==> src/rtl/maze_pkg.sv <==
// Direction codes shared by the maze controller, move deque and move decoder.
package maze_pkg;

  localparam int unsigned DIR_W = 2;

  typedef logic [DIR_W-1:0] dir_t;

  localparam dir_t DIR_UP    = 2'b00;
  localparam dir_t DIR_RIGHT = 2'b01;
  localparam dir_t DIR_LEFT  = 2'b10;
  localparam dir_t DIR_DOWN  = 2'b11;

endpackage

==> src/rtl/move_deque_pkg.sv <==
// Operation encoding and decode for the move deque.
package move_deque_pkg;

  import maze_pkg::*;

  typedef enum logic [2:0] {
    OpNone,
    OpPush,
    OpPop,
    OpQpop,
    OpSwap,
    OpPushQpop,
    OpPass,
    OpErr
  } op_e;

  // Resolves the request bits and occupancy to exactly one operation.
  function automatic op_e decode_op(input logic push, input logic pop, input logic qpop,
                                    input logic empty, input logic full);
    op_e op;
    unique case ({push, pop, qpop})
      3'b000:  op = OpNone;
      3'b100:  op = full  ? OpErr  : OpPush;
      3'b010:  op = empty ? OpErr  : OpPop;
      3'b001:  op = empty ? OpErr  : OpQpop;
      3'b110:  op = empty ? OpPass : OpSwap;
      3'b101:  op = empty ? OpPass : OpPushQpop;
      default: op = OpErr;  // pop and qpop together, with or without push
    endcase
    return op;
  endfunction

endpackage

==> src/rtl/move_deque_if.sv <==
// Request/response bundle between the maze controller and the move deque.
interface move_deque_if
  import move_deque_pkg::*;
#(
  parameter int unsigned DATA_W = maze_pkg::DIR_W,
  parameter int unsigned DEPTH  = 256
);

  localparam int unsigned PTR_W = $clog2(DEPTH);

  logic              clear;
  logic              push;
  logic              pop;
  logic              qpop;
  logic [DATA_W-1:0] data_in;
  logic [DATA_W-1:0] data_out;
  logic              out_valid;
  logic [PTR_W:0]    count;
  logic              empty;
  logic              full;
  logic              err;
  logic              err_sticky;

  modport master (
    output clear, push, pop, qpop, data_in,
    input  data_out, out_valid, count, empty, full, err, err_sticky
  );

  modport slave (
    input  clear, push, pop, qpop, data_in,
    output data_out, out_valid, count, empty, full, err, err_sticky
  );

endinterface

==> src/rtl/move_deque_mem.sv <==
// Storage array: synchronous write, combinational read, no reset.
module move_deque_mem
  import move_deque_pkg::*;
#(
  parameter int unsigned DATA_W = 2,
  parameter int unsigned DEPTH  = 256,
  localparam int unsigned PTR_W = $clog2(DEPTH)
) (
  input  logic              clk,
  input  logic              we_i,
  input  logic [PTR_W-1:0]  waddr_i,
  input  logic [DATA_W-1:0] wdata_i,
  input  logic [PTR_W-1:0]  raddr_i,
  output logic [DATA_W-1:0] rdata_o
);

  logic [DATA_W-1:0] mem_q [DEPTH];

  always_ff @(posedge clk) begin
    if (we_i) begin
      mem_q[waddr_i] <= wdata_i;
    end
  end

  assign rdata_o = mem_q[raddr_i];

endmodule

==> src/rtl/move_deque.sv <==
// Circular move store: push/pop at the newest end, qpop from the oldest end.
module move_deque
  import maze_pkg::*;
  import move_deque_pkg::*;
#(
  parameter int unsigned DATA_W = DIR_W,
  parameter int unsigned DEPTH  = 256,
  localparam int unsigned PTR_W = $clog2(DEPTH)
) (
  input  logic         clk,
  input  logic         rst,
  move_deque_if.slave  bus_io
);

  localparam logic [PTR_W:0] FullCount = (PTR_W + 1)'(DEPTH);

  logic [PTR_W-1:0]  head_q, head_d;
  logic [PTR_W-1:0]  tail_q, tail_d;
  logic [PTR_W-1:0]  tail_m1;
  logic [PTR_W:0]    count_q, count_d;
  logic [DATA_W-1:0] data_out_q, data_out_d;
  logic              out_valid_q, out_valid_d;
  logic              err_q, err_d;
  logic              err_sticky_q, err_sticky_d;

  logic              empty, full;
  logic              we;
  logic [PTR_W-1:0]  waddr, raddr;
  logic [DATA_W-1:0] rdata;
  op_e               op;

  assign empty   = (count_q == '0);
  assign full    = (count_q == FullCount);
  assign tail_m1 = tail_q - 1'b1;
  assign op      = decode_op(bus_io.push, bus_io.pop, bus_io.qpop, empty, full);
  assign raddr   = (op == OpPop || op == OpSwap) ? tail_m1 : head_q;

  move_deque_mem #(
    .DATA_W (DATA_W),
    .DEPTH  (DEPTH)
  ) u_mem (
    .clk     (clk),
    .we_i    (we & ~rst),
    .waddr_i (waddr),
    .wdata_i (bus_io.data_in),
    .raddr_i (raddr),
    .rdata_o (rdata)
  );

  always_comb begin
    head_d       = head_q;
    tail_d       = tail_q;
    count_d      = count_q;
    data_out_d   = data_out_q;
    out_valid_d  = 1'b0;
    err_d        = 1'b0;
    err_sticky_d = err_sticky_q;
    we           = 1'b0;
    waddr        = tail_q;

    if (bus_io.clear) begin
      head_d       = '0;
      tail_d       = '0;
      count_d      = '0;
      data_out_d   = '0;
      err_sticky_d = 1'b0;
    end else begin
      unique case (op)
        OpNone: ;
        OpPush: begin
          we      = 1'b1;
          tail_d  = tail_q + 1'b1;
          count_d = count_q + 1'b1;
        end
        OpPop: begin
          data_out_d  = rdata;
          out_valid_d = 1'b1;
          tail_d      = tail_m1;
          count_d     = count_q - 1'b1;
        end
        OpQpop: begin
          data_out_d  = rdata;
          out_valid_d = 1'b1;
          head_d      = head_q + 1'b1;
          count_d     = count_q - 1'b1;
        end
        // Top entry is read combinationally before the edge overwrites it.
        OpSwap: begin
          data_out_d  = rdata;
          out_valid_d = 1'b1;
          we          = 1'b1;
          waddr       = tail_m1;
        end
        // When full, tail == head: the old value is read out as the new one lands.
        OpPushQpop: begin
          data_out_d  = rdata;
          out_valid_d = 1'b1;
          we          = 1'b1;
          head_d      = head_q + 1'b1;
          tail_d      = tail_q + 1'b1;
        end
        OpPass: begin
          data_out_d  = bus_io.data_in;
          out_valid_d = 1'b1;
        end
        OpErr: begin
          err_d        = 1'b1;
          err_sticky_d = 1'b1;
        end
        default: ;
      endcase
    end
  end

  always_ff @(posedge clk) begin
    if (rst) begin
      head_q       <= '0;
      tail_q       <= '0;
      count_q      <= '0;
      data_out_q   <= '0;
      out_valid_q  <= 1'b0;
      err_q        <= 1'b0;
      err_sticky_q <= 1'b0;
    end else begin
      head_q       <= head_d;
      tail_q       <= tail_d;
      count_q      <= count_d;
      data_out_q   <= data_out_d;
      out_valid_q  <= out_valid_d;
      err_q        <= err_d;
      err_sticky_q <= err_sticky_d;
    end
  end

  assign bus_io.data_out   = data_out_q;
  assign bus_io.out_valid  = out_valid_q;
  assign bus_io.count      = count_q;
  assign bus_io.empty      = empty;
  assign bus_io.full       = full;
  assign bus_io.err        = err_q;
  assign bus_io.err_sticky = err_sticky_q;

endmodule

==> src/flat_wrapper.sv <==
// flat-port wrapper written by rule: the top's interface ports become plain ports
module move_deque_flat import maze_pkg::*; import move_deque_pkg::*;
#(
  parameter int unsigned DATA_W = DIR_W,
  parameter int unsigned DEPTH  = 256,
  localparam int unsigned PTR_W = $clog2(DEPTH)
)
  (clk, rst, bus_io_clear, bus_io_push, bus_io_pop, bus_io_qpop, bus_io_data_in, bus_io_data_out, bus_io_out_valid, bus_io_count, bus_io_empty, bus_io_full, bus_io_err, bus_io_err_sticky);
  move_deque_if #(.DATA_W(DATA_W), .DEPTH(DEPTH)) bus_io_i ();
  input  logic clk;
  input  logic rst;
  input wire logic [$bits(bus_io_i.clear)-1:0] bus_io_clear;
  input wire logic [$bits(bus_io_i.push)-1:0] bus_io_push;
  input wire logic [$bits(bus_io_i.pop)-1:0] bus_io_pop;
  input wire logic [$bits(bus_io_i.qpop)-1:0] bus_io_qpop;
  input wire logic [$bits(bus_io_i.data_in)-1:0] bus_io_data_in;
  output wire logic [$bits(bus_io_i.data_out)-1:0] bus_io_data_out;
  output wire logic [$bits(bus_io_i.out_valid)-1:0] bus_io_out_valid;
  output wire logic [$bits(bus_io_i.count)-1:0] bus_io_count;
  output wire logic [$bits(bus_io_i.empty)-1:0] bus_io_empty;
  output wire logic [$bits(bus_io_i.full)-1:0] bus_io_full;
  output wire logic [$bits(bus_io_i.err)-1:0] bus_io_err;
  output wire logic [$bits(bus_io_i.err_sticky)-1:0] bus_io_err_sticky;
  assign bus_io_i.clear = bus_io_clear;
  assign bus_io_i.push = bus_io_push;
  assign bus_io_i.pop = bus_io_pop;
  assign bus_io_i.qpop = bus_io_qpop;
  assign bus_io_i.data_in = bus_io_data_in;
  assign bus_io_data_out = bus_io_i.data_out;
  assign bus_io_out_valid = bus_io_i.out_valid;
  assign bus_io_count = bus_io_i.count;
  assign bus_io_empty = bus_io_i.empty;
  assign bus_io_full = bus_io_i.full;
  assign bus_io_err = bus_io_i.err;
  assign bus_io_err_sticky = bus_io_i.err_sticky;
  move_deque #(.DATA_W(DATA_W), .DEPTH(DEPTH)) u_core (.clk(clk), .rst(rst), .bus_io(bus_io_i));
endmodule
==> config.mk <==
export PLATFORM = sky130hd
export DESIGN_NAME = move_deque_flat
export DESIGN_NICKNAME = d
export VERILOG_FILES = /design/src/rtl/maze_pkg.sv /design/src/rtl/move_deque_pkg.sv /design/src/rtl/move_deque_if.sv /design/src/rtl/move_deque_mem.sv /design/src/rtl/move_deque.sv /design/src/flat_wrapper.sv
export SDC_FILE = /design/constraint.sdc
export NUM_CORES = 1
export LEC_CHECK = 0
export CORE_UTILIZATION = 45
export CTS_BUF_LIST = sky130_fd_sc_hd__clkbuf_16
export CTS_CLUSTER_SIZE = 20
export DETAILED_ROUTE_END_ITERATION = 6
export GPL_ROUTABILITY_DRIVEN = 0
export PLACE_DENSITY = 0.57
export SYNTH_ARGS = -nofsm -noshare
export SYNTH_HDL_FRONTEND = slang
export SYNTH_SLANG_ARGS = --single-unit
==> constraint.sdc <==
create_clock -name clk -period 4.92 [get_ports clk]
set_input_delay 0.984 -clock clk [delete_from_list [all_inputs] [get_ports clk]]
set_output_delay 0.984 -clock clk [all_outputs]
set_load 0.05 [all_outputs]
-- Word level (Yosys, flattened, before mapping)
Memories as Yosys holds them, arrays and structs flattened.
Cells that the tools add are included.
Widths: inputs -> output; s select.
- RAM bits: 512
- register bits after elaboration: 30
- memories kept: 1
- output and inout port bits: 16
- multiplexer cells: 18
- reductions and logical operators: 13
- $add $sub $neg: 5
- equal/unequal tests: 13
- bitwise logic cells: 2
- memories (memory ; words ; width ; read ports ; clocked after memory_dff ; wr ports ; line ; RTL):
    u_core.u_mem.mem_q ; 256 ; 2 ; 1 ; 0 ; 1 ; move_deque_mem.sv:17 ; logic [DATA_W-1:0] mem_q [DEPTH];
- operators by type and width (cell ; number):
    $mux 8 ; 3
    $eq 3x3->1 const B ; 7
    $pmux 3 s6 ; 1
    $pmux 9 s2 ; 1
    $add 8x1->8 const B ; 2
    $pmux 8 s2 ; 1
    $add 9x1->9 const B ; 1
    $eq 3x2->1 const B ; 3
    $eq 9x9->1 const B ; 1
    $logic_not 9->1 ; 1
    $mux 3 ; 3
    $sub 9x1->9 const B ; 1
    $reduce_or 2->1 ; 4
    $sub 8x1->8 const B ; 1
    $eq 3x1->1 const B ; 2
    $mux 1 ; 6
    $reduce_bool 2->1 ; 3
    $reduce_or 5->1 ; 1
    $mux 2 ; 2
    $pmux 2 s2 ; 1
    $reduce_or 4->1 ; 1
    $logic_not 3->1 ; 1
    $reduce_or 3->1 ; 1
    $and 1x1->1 ; 1
    other kinds (2) ; 2

-- Longest topological paths before layout
- depth after elaboration: 10
- gate-level depth with buffers: 18
- gate-level depth less buffers: 15

-- Cells and area by module
A second synthesis with hierarchy kept.
- cells, all modules: 1513
- area, all modules: 23535.1 µm²
- by module, submodules not included (module ; cells an instance ; times used ; area each (µm²)):
    move_deque_mem ; 1240 ; 1 ; 21341.7
    move_deque ; 273 ; 1 ; 2193.4

-- Worst setup path after synthesis
No wires, ideal clock.
- path kind: flip-flop to flip-flop
- start point: register u_core.tail_q[0]
- end point: memory u_core.u_mem.mem_q[33][0] (enable)
- library setup time: 310 ps
- path buffers: 8
- cell stages (with the launch flop): 17
- clock period less this slack: 4370 ps
- data arrival time: 4060 ps
- required time: 4610 ps
- path slack: 550 ps
- cell sequence: dfxtp_1 > buf_2 > buf_2 > buf_2 > inv_1 > ha_1 > buf_2 > buf_1 > buf_2 > clkbuf_1 > nand2_1 > o21ai_0 > nand2b_1 > inv_1 > nand2_1 > clkbuf_1 > nor2_1
- longest elaborated chain between the ends: 3
- ends and longest elaborated chain (what ; line ; RTL):
    start: declaration ; move_deque.sv:18 ; logic [PTR_W-1:0] tail_q, tail_d;
    start signal: assignment ; move_deque.sv:126 ; tail_q <= tail_d;
    $sub 8x1->8 ; move_deque.sv:34 ; assign tail_m1 = tail_q - 1'b1;
    $mux 8 ; move_deque.sv:68 ; unique case (op)
    $mux 8 (*) ; move_deque.sv:61 ; if (bus_io.clear) begin
    end: declaration ; move_deque_mem.sv:17 ;
Every way passes the cells marked *; elsewhere a longest branch is shown, timed or not.

-- Worst setup path after layout
- start point: register u_core.count_q[4], in the netlist u_core.bus_io.count[4]
- end point: register u_core.data_out_q[1], in the netlist u_core.bus_io.data_out[1]
- longest elaborated chain between the ends: 8
- elaborated cells on any way between the ends: 19
- ends and longest elaborated chain (what ; line ; RTL):
    start: declaration ; move_deque.sv:20 ; logic [PTR_W:0] count_q, count_d;
    start signal: assignment ; move_deque.sv:127 ; count_q <= count_d;
    $eq 9x9->1 / $logic_not 9->1 (equally long branches) ; move_deque.sv:33, move_deque.sv:32 ;
    $mux 3, or another cell as far along ; move_deque_pkg.sv:23 ; 3'b100: op = full ? OpErr : OpPush;
    $pmux 3 s6 (*) ; move_deque_pkg.sv:21 ; unique case ({push, pop, qpop})
    $eq 3x2->1 / $eq 3x3->1 (equally long branches) ; move_deque.sv:36, move_deque.sv:68 ;
    $logic_or 1x1->1 ; move_deque.sv:36 ; assign raddr = (op == OpPop || op == OpSwap) ? tail_m1 : head_q;
    $mux 8 ; move_deque.sv:36 ;
    $mem_v2 256x2 ; n/a ;
    $pmux 2 s2 ; move_deque.sv:68 ;
    end signal: assignment ; move_deque.sv:128 ; data_out_q <= data_out_d;
    end: declaration ; move_deque.sv:21 ; logic [DATA_W-1:0] data_out_q, data_out_d;
Marked as above.
A chain may end at the register's enable or synchronous reset.

==> metrics.log <==
[metrics] run status: finished, violations left
[metrics] violations in the final reports: design-rule violations
[metrics] Worst-Skew Late Latency: 640 ps
[metrics] most frequently used cell type in the post-synthesis netlist: edfxtp_1
[metrics] transition at the pin with the smallest max-transition slack: between 1000 and 1500 ps
[metrics] Iteration-0 DRC Markers: 2677
[metrics] hold buffers post-CTS: 0
[metrics] via count of the first global-routing pass: 19700
[metrics] PD cells: 330 nW/um2
[metrics] leakage: 0.00951 uW
[metrics] worst hold path depth: 1
[metrics] number of different library cells in the post-synthesis netlist: 77
[metrics] worst rel slew slack: roughly 15%
[metrics] cell taking the most area after synthesis: edfxtp_1
[metrics] share of layout cells above drive strength 1: 11.8%
[metrics] mean number of vias per cell: 6.51
[metrics] required time at the endpoint of the critical path: 5440 ps
[metrics] startpoint type of the worst setup path: register
[metrics] worst setup path startpoint: u_core.bus_io.count[4]
[metrics] clock period minus worst slack: 4790 ps
[metrics] initial antenna violation count: 0
[metrics] IR drop worst, VDD: between 0.3 and 0.4 mV
[metrics] sequential-to-total area share from yosys stat: 59.4%
[metrics] Die Ht: roughly 250 um
[metrics] critical hold path startpoint: u_core.bus_io.err_sticky
[metrics] number of antenna repair diodes: 0
[metrics] final core area utilization: 52.0%
[metrics] Min-Delay Path Class: register to register
[metrics] beginning of the worst register-to-register path: u_core.bus_io.count[4]
[metrics] number of rows in the core area: between 80 and 90
[metrics] Arrival @ worst endpoint: between 5000 and 6000 ps
[metrics] register bit total from synthesis: 542
[metrics] pin count of the biggest net entering global routing: 165
[metrics] DRT Wirelength: 88.3 mm
[metrics] maximum fanout encountered on the critical timing path: 13
[metrics] CTS tree: built
[metrics] HPWL after detailed placement: 56.5 mm
[metrics] starting density of the core: 45.6%
[metrics] maximum clock insertion buffer count: 3
[metrics] CTS resizes: 0
[metrics] count of buffers added by post-CTS timing repair for setup: 0
[metrics] post-synthesis instance area: 26900 um2
[metrics] period utilization: a little over nine tenths
[metrics] number of clock sinks: 542
[metrics] die width: 247 um
[metrics] worst clock skew: 28.2 ps
[metrics] final count of hold timing violations: 0
[metrics] share of the synthesized area in the top cell type: 57.1%
[metrics] wire length of the first global-routing pass: 130 mm
[metrics] most common library cells after synthesis: edfxtp_1, nor2_1, mux2i_1, nand2_1, o22ai_1
[metrics] Antenna Violating Nets Remaining: 0
[metrics] H-tree lvl count: 2
[metrics] clock transition time at the flip-flop clock pins of the worst setup and hold paths: 60 ps
[metrics] Setup violations, final: 0
[metrics] Max Clock Freq: 209 MHz
[metrics] Async SR Flop Fraction: 0%
[metrics] Syn. warnings: 0
[metrics] DIE AREA: 60800 um2
[metrics] average detailed-routed wire length per instance: between 20 and 30 um
[metrics] RSZ-0062 raised after global routing: no
[metrics] filler cell count in the final layout: 5130
[metrics] Area Overhead vs Synth: 14.0%
[metrics] placeable core area: 59000 um2
[metrics] classification of the worst setup path: register to register
[metrics] IO buf count: 23
[metrics] count of flip-flops with a built-in enable after synthesis: 512
[metrics] Crit. End Element: register
[metrics] path depth of the worst reg2reg path: 13
[metrics] Setup Slack @ Placement: -163 ps
[metrics] Gate Count Post-Synth: 2289
[metrics] total CTS buffers: 57
[metrics] max-capacitance violation count: 0
[metrics] number of detailed-route iterations in the first pass: 7
[metrics] Final Max Tran Viols: 0
[metrics] Total GRT Usage: about 29%
[metrics] GRT Residual Overflow: 0
[metrics] final setup margin: ~130 ps
[metrics] I/O pin cnt: 24
[metrics] Clock Root Buffer: clkbuf_16
[metrics] Nets: 2356
[metrics] synthesized area per cell: 11.8 um2
[metrics] detailed-route DRC error count: 1
[metrics] dominant register cell in the synthesized netlist: edfxtp_1
[metrics] total via count after detailed routing: between 20000 and 25000
[metrics] net count after synthesis: 2308
[metrics] cell types occupying the most area after synthesis: edfxtp_1, mux2i_1, nor2_1
## worst max-delay path: stages (launching register included)
cell,delay (ps)
dfxtp_1,370
nor4_2,680
nand2_1,470
mux2i_4,450
buf_12,250
buf_4,170
a221oi_1,550
o21ai_0,270
nor4_1,470
buf_4,180
nor3_1,40
or3_1,350
o221ai_1,290
a21oi_1,110
## final timing paths
kind / to / slack, ps
worst max register to register: u_core.bus_io.data_out[1] / 130
worst max-delay path: u_core.bus_io.data_out[1] / 130
worst min register to register: u_core.bus_io.err_sticky / 460
worst min-delay path: u_core.bus_io.err_sticky / 460
## flip-flops by register name, summed over array words and instances, names as in the netlist
signal                    count
u_core.u_mem.mem_q          512
u_core.bus_io.count           9
u_core.head_q                 8
u_core.tail_q                 8
u_core.bus_io.data_out        2
u_core.bus_io.err             1
u_core.bus_io.err_sticky      1
u_core.bus_io.out_valid       1
## per-layer routing
metal	part of all wire, %	track usage [%]
met5	0	0
met4	3.4	10.5
met3	8.4	4.56
met2	45	44.9
met1	43	40.9
## power by group
group / internal (uW) / switching [uW] / total [uW] / leakage [uW]
logic: 213 / 437 / 650 / 0.00370
registers: 5040 / 7.51 / 5050 / 0.00484
clock network: 2550 / 1860 / 4420 / 0.000966
## placed cells by master, fill, tap and decap left out, types with 9 or more instances in the layout
cell type,netlist,layout
a2111oi_0,11,11
a211oi_1,15,15
a21oi_1,100,100
a221o_1,17,17
a221oi_1,105,105
a22oi_1,16,16
a31oi_1,11,10
buf_12,0,19
buf_4,5,139
clkbuf_16,0,58
clkdlybuf4s50_1,0,21
clkinv_1,0,13
clkinv_2,0,19
dfxtp_1,30,27
edfxtp_1,512,512
ha_1,10,9
inv_1,16,21
mux2i_1,287,283
nand2_1,188,186
nand2b_1,12,12
nand3_1,32,32
nor2_1,321,320
nor3_1,33,33
nor4_1,9,9
o21ai_0,39,39
o221ai_1,9,9
o22ai_1,164,163
o2bb2ai_1,13,13
o31ai_1,11,11
or4_1,9,9
xnor2_1,12,12
xor2_1,14,14
## kinds of logic after synthesis
group           share of synthesized area, %
simple gates                            10.4
compound gates                          14.6
flops                                   59.4
mux                                     10.9
buf+inv                                 3.39
xor+xnor                               0.846
fa+ha+maj                              0.539
## metrics by stage
stage,power (uW),hold WS (ps),instance area (um2),std cells,TNS [ps]
3_5_place_dp,5790,449,28800,3051,-163
6_report,10100,459,30700,3156,0
4_1_cts,10200,464,30700,3156,0
5_1_grt,10400,494,30700,3156,0
3_3_place_gp,5780,438,28800,3051,-189
2_1_floorplan,5480,478,26900,2289,0
## final cells by class
type                    instances  area (um2)  share of cell area, %
clock buffers                  58        1450                   4.73
clock inverters                47         439                   1.43
multi-input cells            1539       10100                   33.0
inverters                      16        60.1                  0.196
repair buffers                181        1660                   5.40
flip-flops and latches        542       16000                   52.1
well taps                     773         967                   3.15
Note: power is estimated with default switching activity, not from simulation.
